==> config.mk <==
export PLATFORM = sky130hd
export DESIGN_NAME = ex_mem_buffer
export DESIGN_NICKNAME = d
export VERILOG_FILES = /design/src/rtl/ex_mem_buffer_pkg.sv /design/src/rtl/ex_mem_fifo2.sv /design/src/rtl/ex_mem_buffer.sv
export SDC_FILE = /design/constraint.sdc
export NUM_CORES = 1
export LEC_CHECK = 0
export CAP_MARGIN = 10
export CORE_ASPECT_RATIO = 1.5
export CORE_UTILIZATION = 56
export CTS_BUF_LIST = sky130_fd_sc_hd__clkbuf_2
export CTS_CLUSTER_DIAMETER = 30
export CTS_CLUSTER_SIZE = 12
export DETAILED_ROUTE_END_ITERATION = 8
export GPL_ROUTABILITY_DRIVEN = 0
export GPL_TIMING_DRIVEN = 0
export HOLD_SLACK_MARGIN = 0.15
export PLACE_DENSITY = 0.93
export SYNTH_ARGS = -nofsm -noshare
export SYNTH_HDL_FRONTEND = slang
export SYNTH_HIERARCHICAL = 1
export SYNTH_SLANG_ARGS = --single-unit
==> constraint.sdc <==
create_clock -name clk -period 3.4 [get_ports clk]
set_input_delay 0.51 -clock clk [delete_from_list [all_inputs] [get_ports clk]]
set_output_delay 0.51 -clock clk [all_outputs]
set_load 0.01 [all_outputs]
==> src/rtl/ex_mem_buffer_pkg.sv <==
// Shared types and constants for the EX/MEM elastic buffer.
// Entry layout and occupancy encodings used by the buffer and its FIFO.
package ex_mem_buffer_pkg;

    localparam int DATA_W = 32;
    localparam int REG_W  = 5;

    localparam logic [1:0] CNT_EMPTY = 2'd0;
    localparam logic [1:0] CNT_ONE   = 2'd1;
    localparam logic [1:0] CNT_FULL  = 2'd2;

    typedef struct packed {
        logic [DATA_W-1:0] result;
        logic              branch;
        logic [REG_W-1:0]  rd;
        logic              reg_write;
        logic              mem_read;
        logic              mem_write;
        logic [DATA_W-1:0] write_data;
    } ex_mem_t;

    localparam int ENTRY_W = $bits(ex_mem_t);

endpackage

==> src/rtl/ex_mem_fifo2.sv <==
// Generic two-entry FIFO over a packed word.
// Registered head output, no same-cycle bypass.
module ex_mem_fifo2 #(
    parameter int W = 8
) (
    input  logic         clk,
    input  logic         rstn,
    input  logic         enq,
    input  logic         deq,
    input  logic [W-1:0] din,
    output logic [W-1:0] dout,
    output logic [1:0]   count
);

    logic [W-1:0] mem [2];
    logic         rd_ptr;
    logic         wr_ptr;

    always_ff @(posedge clk or negedge rstn) begin
        if (!rstn) begin
            mem[0] <= '0;
            mem[1] <= '0;
            rd_ptr <= 1'b0;
            wr_ptr <= 1'b0;
            count  <= 2'd0;
        end else begin
            if (enq) begin
                mem[wr_ptr] <= din;
                wr_ptr      <= ~wr_ptr;
            end
            if (deq) begin
                rd_ptr <= ~rd_ptr;
            end
            count <= count + {1'b0, enq} - {1'b0, deq};
        end
    end

    assign dout = mem[rd_ptr];

endmodule

==> src/rtl/ex_mem_buffer.sv <==
// EX/MEM skid buffer: qualifies EX results into a 2-entry FIFO,
// raises ex_stall, and masks MEM controls when nothing is buffered.
module ex_mem_buffer #(
    parameter int DATA_W = ex_mem_buffer_pkg::DATA_W,
    parameter int REG_W  = ex_mem_buffer_pkg::REG_W,
    parameter int DEPTH  = 2
) (
    input  logic              clk,
    input  logic              rstn,
    input  logic              ex_valid,
    input  logic              alu_ready,
    input  logic              flush_ex,
    input  logic [DATA_W-1:0] alu_result_ex,
    input  logic              branch_alu,
    input  logic [REG_W-1:0]  rd_ex,
    input  logic              reg_write_ex,
    input  logic              mem_read_ex,
    input  logic              mem_write_ex,
    input  logic [DATA_W-1:0] write_data_ex,
    input  logic              data_ready_mem,
    output logic              ex_stall,
    output logic              mem_valid,
    output logic [DATA_W-1:0] alu_result_mem,
    output logic              branch_mem,
    output logic [REG_W-1:0]  rd_mem,
    output logic              reg_write_mem,
    output logic              mem_read_mem,
    output logic              mem_write_mem,
    output logic [DATA_W-1:0] write_data_mem,
    output logic [1:0]        buf_count
);

    import ex_mem_buffer_pkg::*;

    ex_mem_t    in_e;
    ex_mem_t    head;
    logic [1:0] count;
    logic       full;
    logic       enq;
    logic       deq;

    assign in_e = '{
        result:     alu_result_ex,
        branch:     branch_alu,
        rd:         rd_ex,
        reg_write:  reg_write_ex,
        mem_read:   mem_read_ex,
        mem_write:  mem_write_ex,
        write_data: write_data_ex
    };

    // Full is judged on the registered count so MEM ready never reaches ex_stall.
    assign full      = (count == CNT_FULL);
    assign enq       = ex_valid & alu_ready & ~flush_ex & ~full;
    assign mem_valid = (count != CNT_EMPTY);
    assign deq       = mem_valid & data_ready_mem;
    assign ex_stall  = full | (ex_valid & ~alu_ready & ~flush_ex);

    ex_mem_fifo2 #(
        .W (ENTRY_W)
    ) u_fifo (
        .clk   (clk),
        .rstn  (rstn),
        .enq   (enq),
        .deq   (deq),
        .din   (in_e),
        .dout  (head),
        .count (count)
    );

    assign buf_count      = count;
    assign alu_result_mem = head.result;
    assign branch_mem     = head.branch;
    assign rd_mem         = head.rd;
    assign write_data_mem = head.write_data;
    assign reg_write_mem  = head.reg_write & mem_valid;
    assign mem_read_mem   = head.mem_read & mem_valid;
    assign mem_write_mem  = head.mem_write & mem_valid;

    a_depth: assert property (@(posedge clk)
        DEPTH == 2 && DATA_W == ex_mem_buffer_pkg::DATA_W
        && REG_W == ex_mem_buffer_pkg::REG_W);
    a_cnt: assert property (@(posedge clk) disable iff (!rstn)
        count <= CNT_FULL);
    a_noenq: assert property (@(posedge clk) disable iff (!rstn)
        !(enq && full));
    a_valid: assert property (@(posedge clk) disable iff (!rstn)
        mem_valid == (count != CNT_EMPTY));

endmodule

== Word-level counts from Yosys, hierarchy flattened ==
Index checks and enable logic that the tools add are counted.

* Bitwise gates (word level): 17
* Reductions and logical operators: 2
* Muxes and demuxes: 6
* Eq/ne operators: 1
* Add/sub/neg operators: 2
* Order comparisons: 3

{| class="wikitable"
|+ Operators with widths
! operator !! count
|-
| 2-to-1 mux 73 bit || 4
|-
| bitwise mux 146 bit || 1
|-
| demux 73 bit (select 1 bit) || 1
|-
| AND 1 bit || 9
|-
| NOT 1 bit || 5
|-
| greater-or-equal comparator 2 bit (second input constant) || 2
|-
| NOT 1 -> 2 bit || 2
|-
| adder 2 x 1 -> 2 bit || 1
|-
| equality test 2 bit (second input constant) || 1
|-
| less-than comparator 2 x 1 -> 1 bit (second input constant) || 1
|-
| nonzero test 2 bit || 1
|-
| subtractor 2 x 1 -> 2 bit || 1
|-
| logical AND 1 bit || 1
|-
| OR 1 bit || 1
|}

* Logic and storage cells: 36
* Output and inout bits: 77
* Bits of input ports: 79
* Bits in registers: 150

== Longest topological paths before layout ==
* Word-level depth: 6
* Depth in mapped cells: 7
* Gate-level depth less buffers: 7

== Modules after synthesis ==
Netlist, hierarchy kept.

{| class="wikitable"
|+ Modules (own cells, without submodules)
! module !! instances !! cells an instance !! area each (sq um)
|-
| ex_mem_fifo2 || 1 || 402 || 6894.1
|-
| ex_mem_buffer || 1 || 10 || 60.1
|}

== Least setup slack after synthesis ==
No wires, ideal clock.

* Path type: input port to flip-flop
* From: input flush_ex
* To: register u_fifo/mem[100] (netlist bit)
* Arrival time: 1642 ps
* Setup slack: 1633 ps
* Path buffers: 2
* Setup time: 125 ps
* Stages: 5
* Cells stage by stage: and4b_1 -> nor2b_4 -> buf_12 -> buf_12 -> mux2_4

* Cells in the longest elaborated chain, start to end: 3

{| class="wikitable"
|+ RTL lines
! element !! line !! text
|-
| start: declaration || ex_mem_buffer.sv:12 || <nowiki>input logic flush_ex,</nowiki>
|-
| NOT 1 bit || ex_mem_buffer.sv:54 || <nowiki>assign enq = ex_valid & alu_ready & ~flush_ex & ~full;</nowiki>
|-
| AND 1 bit (2 in series) || ex_mem_buffer.sv:54 ||
|-
| end signal: indexed assignment || ex_mem_fifo2.sv:28 || <nowiki>mem[wr_ptr] <= din;</nowiki>
|-
| end: declaration || ex_mem_fifo2.sv:15 || <nowiki>logic [W-1:0] mem [2];</nowiki>
|}

No other way between the ends.
A chain may end at the register's enable or synchronous reset.

==> metrics.md <==
| Metric | Value |
|---|---|
| WP buf/inv | 3 |
| GR Util All Layers | 24.7% |
| Post-synth ARST share | 100% |
| Clock Skew | around 0.028 ns |
| Clk sink count | 150 |
| VDD IR max | around 0.5 mV |
| Syn. warnings | 6 |
| Layout cells sized above 1 | 45.8% |
| Met2 Usage GRT | 44.8% |
| Core area | 0.0120 mm^2 |
| Setup violators final | 0 |
| Worst EP arrival | 2.55 ns |
| Std cell rows | 49 |
| Delay-heaviest family, CP | buffers and inverters |
| Crit path top cell by count | buf_2 |
| Worst-margin pin slew | roughly 0.74 ns |
| Worst-path cell chain | buf_2, buf_2, mux2_2, nor2b_1, clkdlybuf4s50_1 |
| #FFs+latches synth | 150 |
| Top cells by count, synth | dfrtp_1 (150), mux2_2 (143), mux2_4 (76) |
| Worst setup SP type | register |
| Final Slew Violations | 0 |
| Die height | 138 um |
| CTS tree | built |
| Storage element area | between 0.003 and 0.004 mm^2 |
| Crit share post-route | 90.0% |
| Top post-synthesis cells by area | dfrtp_1 (54%), mux2_2 (23%), mux2_4 (16%), buf_12 (2.3%), clkbuf_8 (1.4%) |
| Most frequent cell after synthesis | dfrtp_1 |
| Max_cap viols | 0 |
| GR peak layer | met2 |
| Pre-CTS setup slack | around 1 ns |
| LEAKAGE | between 0.003 and 0.004 uW |
| R2r worst-path depth | 6 |
| Final worst slack | 0.339 ns |
| Hold Vio Cnt, Final | 0 |
| DRT Pass-1 Iters | 4 |
| CP Data Required Time | between 2 and 3 ns |
| Initial Utilization | just under 60% |
| Crit path time final | roughly 3.1 ns |
| GR Util met3 | 5.01% |
| Root buffer cell | clkbuf_2 |
| RSZ-0062 raised after global routing | no |
| IO buf count | 155 |
| First-pass GRT wire length | 24400 um |
| Global route overflow | 0 |
| Mean routed wirelength per cell | 19.4 um |
| Ports | 156 |
| Final antenna-violating net count | 0 |
| Total wire length | ~15000 um |
| Post-Synthesis Net Count | 493 |
| Fill cells | 761 |
| Die area | 0.0129 mm^2 |
| NumNets Final | 669 |
| Placement Cell Area | between 0.008 and 0.009 mm^2 |
| Status | finished, final reports clean |
| CTS clk-pin slew, worst paths | 0.21 ns |
| R2r endpoint | u_fifo/mem[76] |
| Post-synth EDFFs | 0 |
| Max_slew headroom | 50.9% |
| DP Wirelength | 10300 um |
| CTS buffer count | 17 |
| Die width | between 90 and 100 um |
| Setup repair bufs after CTS | 0 |
| Post-cts sizing count | 0 |
| Area leader, netlist | dfrtp_1 |
| Synth Flop Type | dfrtp_1 |
| Sequential share of the synthesized area | 54.0% |
| Netlist cell types | 17 |
| Worst skew pair latency | roughly 0.65 ns |
| Initial drt markers | 84 |
| Mapped Area | 0.00695 mm^2 |
| Max stage delay on crit path | 0.49 ns |
| Vias in the first global route | 4676 |
| PwrDens | 953 mW/mm^2 |
| Met1 usage | 28.4% |
| Pin count of the biggest net entering global routing | 83 |
| Post-Syn Area per Cell | between 15 and 20 um^2 |
| Residual DRC | 0 |
| Finished Cell Area | approximately 0.0090 mm^2 |
| Initial antenna violation count | 1 |
| Yosys top cell area share | between 50% and 60% |
| Area Overhead vs Synth | 29.6% |
| Worst Setup End Kind | primary output |
| Type of the worst min-delay path | in2async |
| Post-CTS Hold Fix Bufs | 1 |
| Vias/cell | 5.36 |
| Worst Path Max Fanout | 10 |
| Via count | between 4000 and 5000 |
| Max Freq | around 330 MHz |
| H-tree levels | 4 |
| Cells after Synth | 412 |
| Area of the multi-input gates | 0.00289 mm^2 |
| Crit Path Class | reg2out |
| Flop-to-flop setup slack | 1.49 ns |
| RR Startpoint | u_fifo/count[1] |
| Slowest CP cell | clkdlybuf4s50_1 |
| Clk buf depth | 2 |
| Design Power | 8590 uW |
## area by class of cell
type                       instances  share of cell area (%)
antenna                            1                  0.0278
clock buffer                      18                    1.00
sequential                       150                    41.7
tap                              153                    2.12
multi-input combinational        236                    32.1
clock inverter                    14                    2.01
timing repair buffer             157                    17.7
inverter                           3                   0.125
buffer                            23                    3.29
## cells by family (layout without fill, tap and decap cells)
logic type	Yosys count	after routing	synth area share (%)
simple gates	10	10	1.10
compound gates	1	1	0.0719
flops	150	150	54.0
xor+xnor	4	4	0.504
mux	219	219	39.6
buf+inv	26	215	4.43
fa+ha+maj	2	2	0.360
other cells	0	1	0
## worst reg2reg max path, stage by stage (launching register included)
cell and delay, ns:
dfrtp_1 0.48, nand2b_1 0.10, and4b_1 0.35, nor2b_4 0.21, buf_12 0.18, buf_12 0.17, mux2_4 0.31
## cell usage in the layout (no fill, tap or decap), drive strengths merged
cell type	netlist	final
dfrtp	150	150
inv	3	5
clkdlybuf4s50	0	154
clkinv	0	5
clkinvlp	0	3
xor2	2	2
and4b	1	1
ha	2	2
mux2	219	219
nand2b	2	2
clkbuf	7	25
xnor2	2	2
bufinv	0	4
o21ai	1	1
nor2	1	1
diode	0	1
buf	16	18
dlygate4sd3	0	1
nor2b	5	5
nand2	1	1
## worst max-delay path by stage
stage | cells past startpoint | slack (ns) | start | to
CTS | 5 | 0.25 | u_fifo/rd_ptr | mem_write_mem
detailed placement | 5 | 1.02 | u_fifo/rd_ptr | mem_write_mem
global route | 5 | 0.13 | u_fifo/rd_ptr | mem_write_mem
finish | 5 | 0.34 | u_fifo/rd_ptr | mem_write_mem
floorplan | 5 | 1.63 | flush_ex | u_fifo/mem[100]
global placement | 1 | -3.75 | rstn | u_fifo/mem[80]
## report_power, final
| group | switching, uW | internal, uW | total, uW |
|---|---|---|---|
| sequential | 477 | 2660 | 3140 |
| combinational | 1490 | 2850 | 4340 |
| clock | 625 | 480 | 1100 |
| total | 2590 | 5990 | 8590 |
## metal layers
layer	up-vias	wire, um
met5	-	0
met4	0	299
met3	23	553
met2	117	8060
met1	2081	5710
li1	1828	-
## metrics by stage
| step | TNS [ns] | util (%) | hold WS [ns] | std cells |
|---|---|---|---|---|
| CTS | 0 | 75.0 | 0.415 | 754 |
| finish | 0 | 75.0 | 0.438 | 755 |
| floorplan | 0 | - | 0.214 | 412 |
| global route | 0 | 75.0 | 0.376 | 755 |
| global placement | -560.91 | 72.4 | 0.481 | 720 |
| detailed placement | 0 | 72.6 | 0.487 | 721 |
## registers in the layout (all words and copies together) (netlist names)
name,flops
u_fifo/rd_ptr,1
u_fifo/mem,146
u_fifo/count,2
u_fifo/wr_ptr,1
No activity file was read; power rests on OpenSTA's default activity.
==> RTL edit: new RTL, same flow settings <==
`DATA_W`: 32 -> 64.
--- a/src/rtl/ex_mem_buffer_pkg.sv
+++ b/src/rtl/ex_mem_buffer_pkg.sv
@@ -3,5 +3,5 @@
 package ex_mem_buffer_pkg;
 
-    localparam int DATA_W = 32;
+    localparam int DATA_W = 64;
     localparam int REG_W  = 5;
 
Ports: changed (resized alu_result_ex, alu_result_mem, write_data_ex and write_data_mem); port bits go from 156 to 284. No check against the original RTL was run, so the function may have changed too.
==> RTL edit against the unedited design <==
Cell area up 77%. Clock power rose by 100%. Count of clock-buffer cells in the layout increased by 28. Critical path depth did not move. Total power up 79%. Sequential cell count increased by 128. Area after synthesis grew 74%. Synthesized cell count increased by 83%. Setup slack got worse by 150 ps. Wire length increased by 89%. Register-to-register slack got worse by 220 ps. Combinational power grew 69%. Sequential power up 82%. Highest routed layer unchanged.
==> RTL edit: results (changes against the unedited design) <==
| Metric | Value |
|---|---|
| Status | complete, no violations |
| Clk_lat worst skew | 800 ps (+150 ps) |
| Post-synth ARST share | 100% (unchanged) |
| Vias in the first global route | 8482 (+81%) |
| Inst Count DP | 1307 (+81%) |
| Post-synthesis xor/xnor area fraction | 0.289% (-0.21 points) |
| DP Area | 15400 sq um (+76%) |
| # nets final | 1228 (+84%) |
| Predominant post-synthesis flop cell | dfrtp_1 |
| R2r startpoint | u_fifo/count[0] |
| Cells after synthesis | 754 (+83%) |
| IO buf count | 283 (+83%) |
| # DRC | 0 (unchanged) |
| Synth cell types | 16 (-1) |
| Antenna violations before repair | 1 (unchanged) |
| Mux cell area share after synthesis | 38.2% (-1.4 points) |
| Commonest cells in the netlist | 281 x mux2_2, 278 x dfrtp_1, 130 x mux2_1 |
| CTS resizes | 0 (unchanged) |
| Setup Total Neg Slack | 0 ps (unchanged) |
| Worst vdd ir | 0.000663 V (+29%) |
| Share of post-route cells with drive strength above 1 | 36.0% (-9.8 points) |
| Routed Antenna Nets | 0 (unchanged) |
| GRT Util Overall | 25.6% (+0.96 points) |
| Worst clock skew | 51.5 ps (+23.9 ps) |
| Reg2reg end | u_fifo/mem[141] |
| Via count | 7447 (+84%) |
| Worst hold slack | 236 ps (-202 ps) |
| Post-Synth Adder-Cell Area | 0.206% (-0.15 points) |
| Critical path's top delay family | buffers and inverters |
| Synth Area in Compound Gates | 0.0413% (-0.031 points) |
| First-pass GRT wire length | 43800 um (+80%) |
| Clock tree buffer depth | 3 (+1) |
| Post-place setup slack | 867 ps (-156 ps) |
| R2R setup slack | 1270 ps (-220 ps) |
| Syn Nets | 899 (+82%) |
| Pint | 10500 uW (+75%) |
| Finished Layout Cells | 1383 (+83%) |
| Largest net degree at the start of global routing | 127 (+53%) |
| Drt wl/cell | 20.0 um (+3.4%) |
| Post-synthesis sequential area ratio | 57.4% (+3.4 points) |
| Synth top area cells | dfrtp_1 57%, mux2_2 26%, mux2_1 12%, buf_6 2.5%, buf_2 0.62% |
| Post-DP HPWL | 20000 um (+94%) |
| DRT iter0 DRCs | 199 (+140%) |
| Setup Buffers After CTS | 0 (unchanged) |
| Root buffer cell | clkbuf_2 |
| Cts bufs inserted | 40 (+23) |
| Cts hold-fix bufs | 2 (+1) |
| Leakage power | 0.00689 uW (+73%) |
| Fmax | 311 MHz (-4.7%) |
| Worst-margin pin slew | 635 ps (-101 ps) |
| H-tree depth | 2 (-2) |
| Top Registers | u_fifo/mem (274), u_fifo/count (2) |
| Hold crit path type | in2async |
| Critical Path AT | 2700 ps (+150 ps) |
## RTL edit: cell types whose count changed in the layout (fill, tap and decap cells not counted), moves of 28 or more
cell,change
dfrtp_1,+128
mux2_4,-76
clkbuf_2,+28
clkdlybuf4s50_1,+128
mux2_1,+130
mux2_2,+138
## RTL edit: cells by family (layout without fill, tap and decap cells)
family,Yosys count,count (layout)
other,0,1
muxes,411,411
buffers and inverters,48,408
DFF,278,278
AOI/OAI and AO/OA,1,1
xor gates and xnor gates,4,4
adders and majority gates,2,2
and+or+nand+nor,10,10
## RTL edit: layout make-up
class	instances	area [sq um]
Multi-Input combinational cell	428	4750
Clock inverter	27	350
Inverter	3	11.3
Antenna cell	1	2.50
Fill cell	1319	5160
Clock buffer	46	230
Sequential cell	278	6960
Buffer	45	419
Timing Repair Buffer	287	2920
Tap cell	268	335
## RTL edit: layer usage
| layer | track usage (%) | routed length, um |
|---|---|---|
| met1 | 27.9 | 10100 |
| met2 | 46.2 | 14800 |
| met3 | 5.34 | 1460 |
| met4 | 13.1 | 1380 |
| met5 | 0 | 0 |
## RTL edit: worst max-delay path by stage
stage | from | to | cells past startpoint
after global placement | rstn | u_fifo/mem[175] | 1
after global routing | u_fifo/rd_ptr | alu_result_mem[13] | 4
after CTS | u_fifo/rd_ptr | reg_write_mem | 5
final | u_fifo/rd_ptr | reg_write_mem | 5
after floorplan | flush_ex | u_fifo/mem[137] | 5
after detailed placement | ex_valid | u_fifo/mem[141] | 6
## RTL edit: power groups by stage
stage / registers (uW) / logic (uW) / clock network [uW]
6_report: 5730 / 7350 / 2250
5_1_grt: 5950 / 7830 / 2440
4_1_cts: 5740 / 7440 / 2330
3_5_place_dp: 5830 / 7390 / 0
3_3_place_gp: 5700 / 7210 / 0
2_1_floorplan: 5520 / 4010 / 0
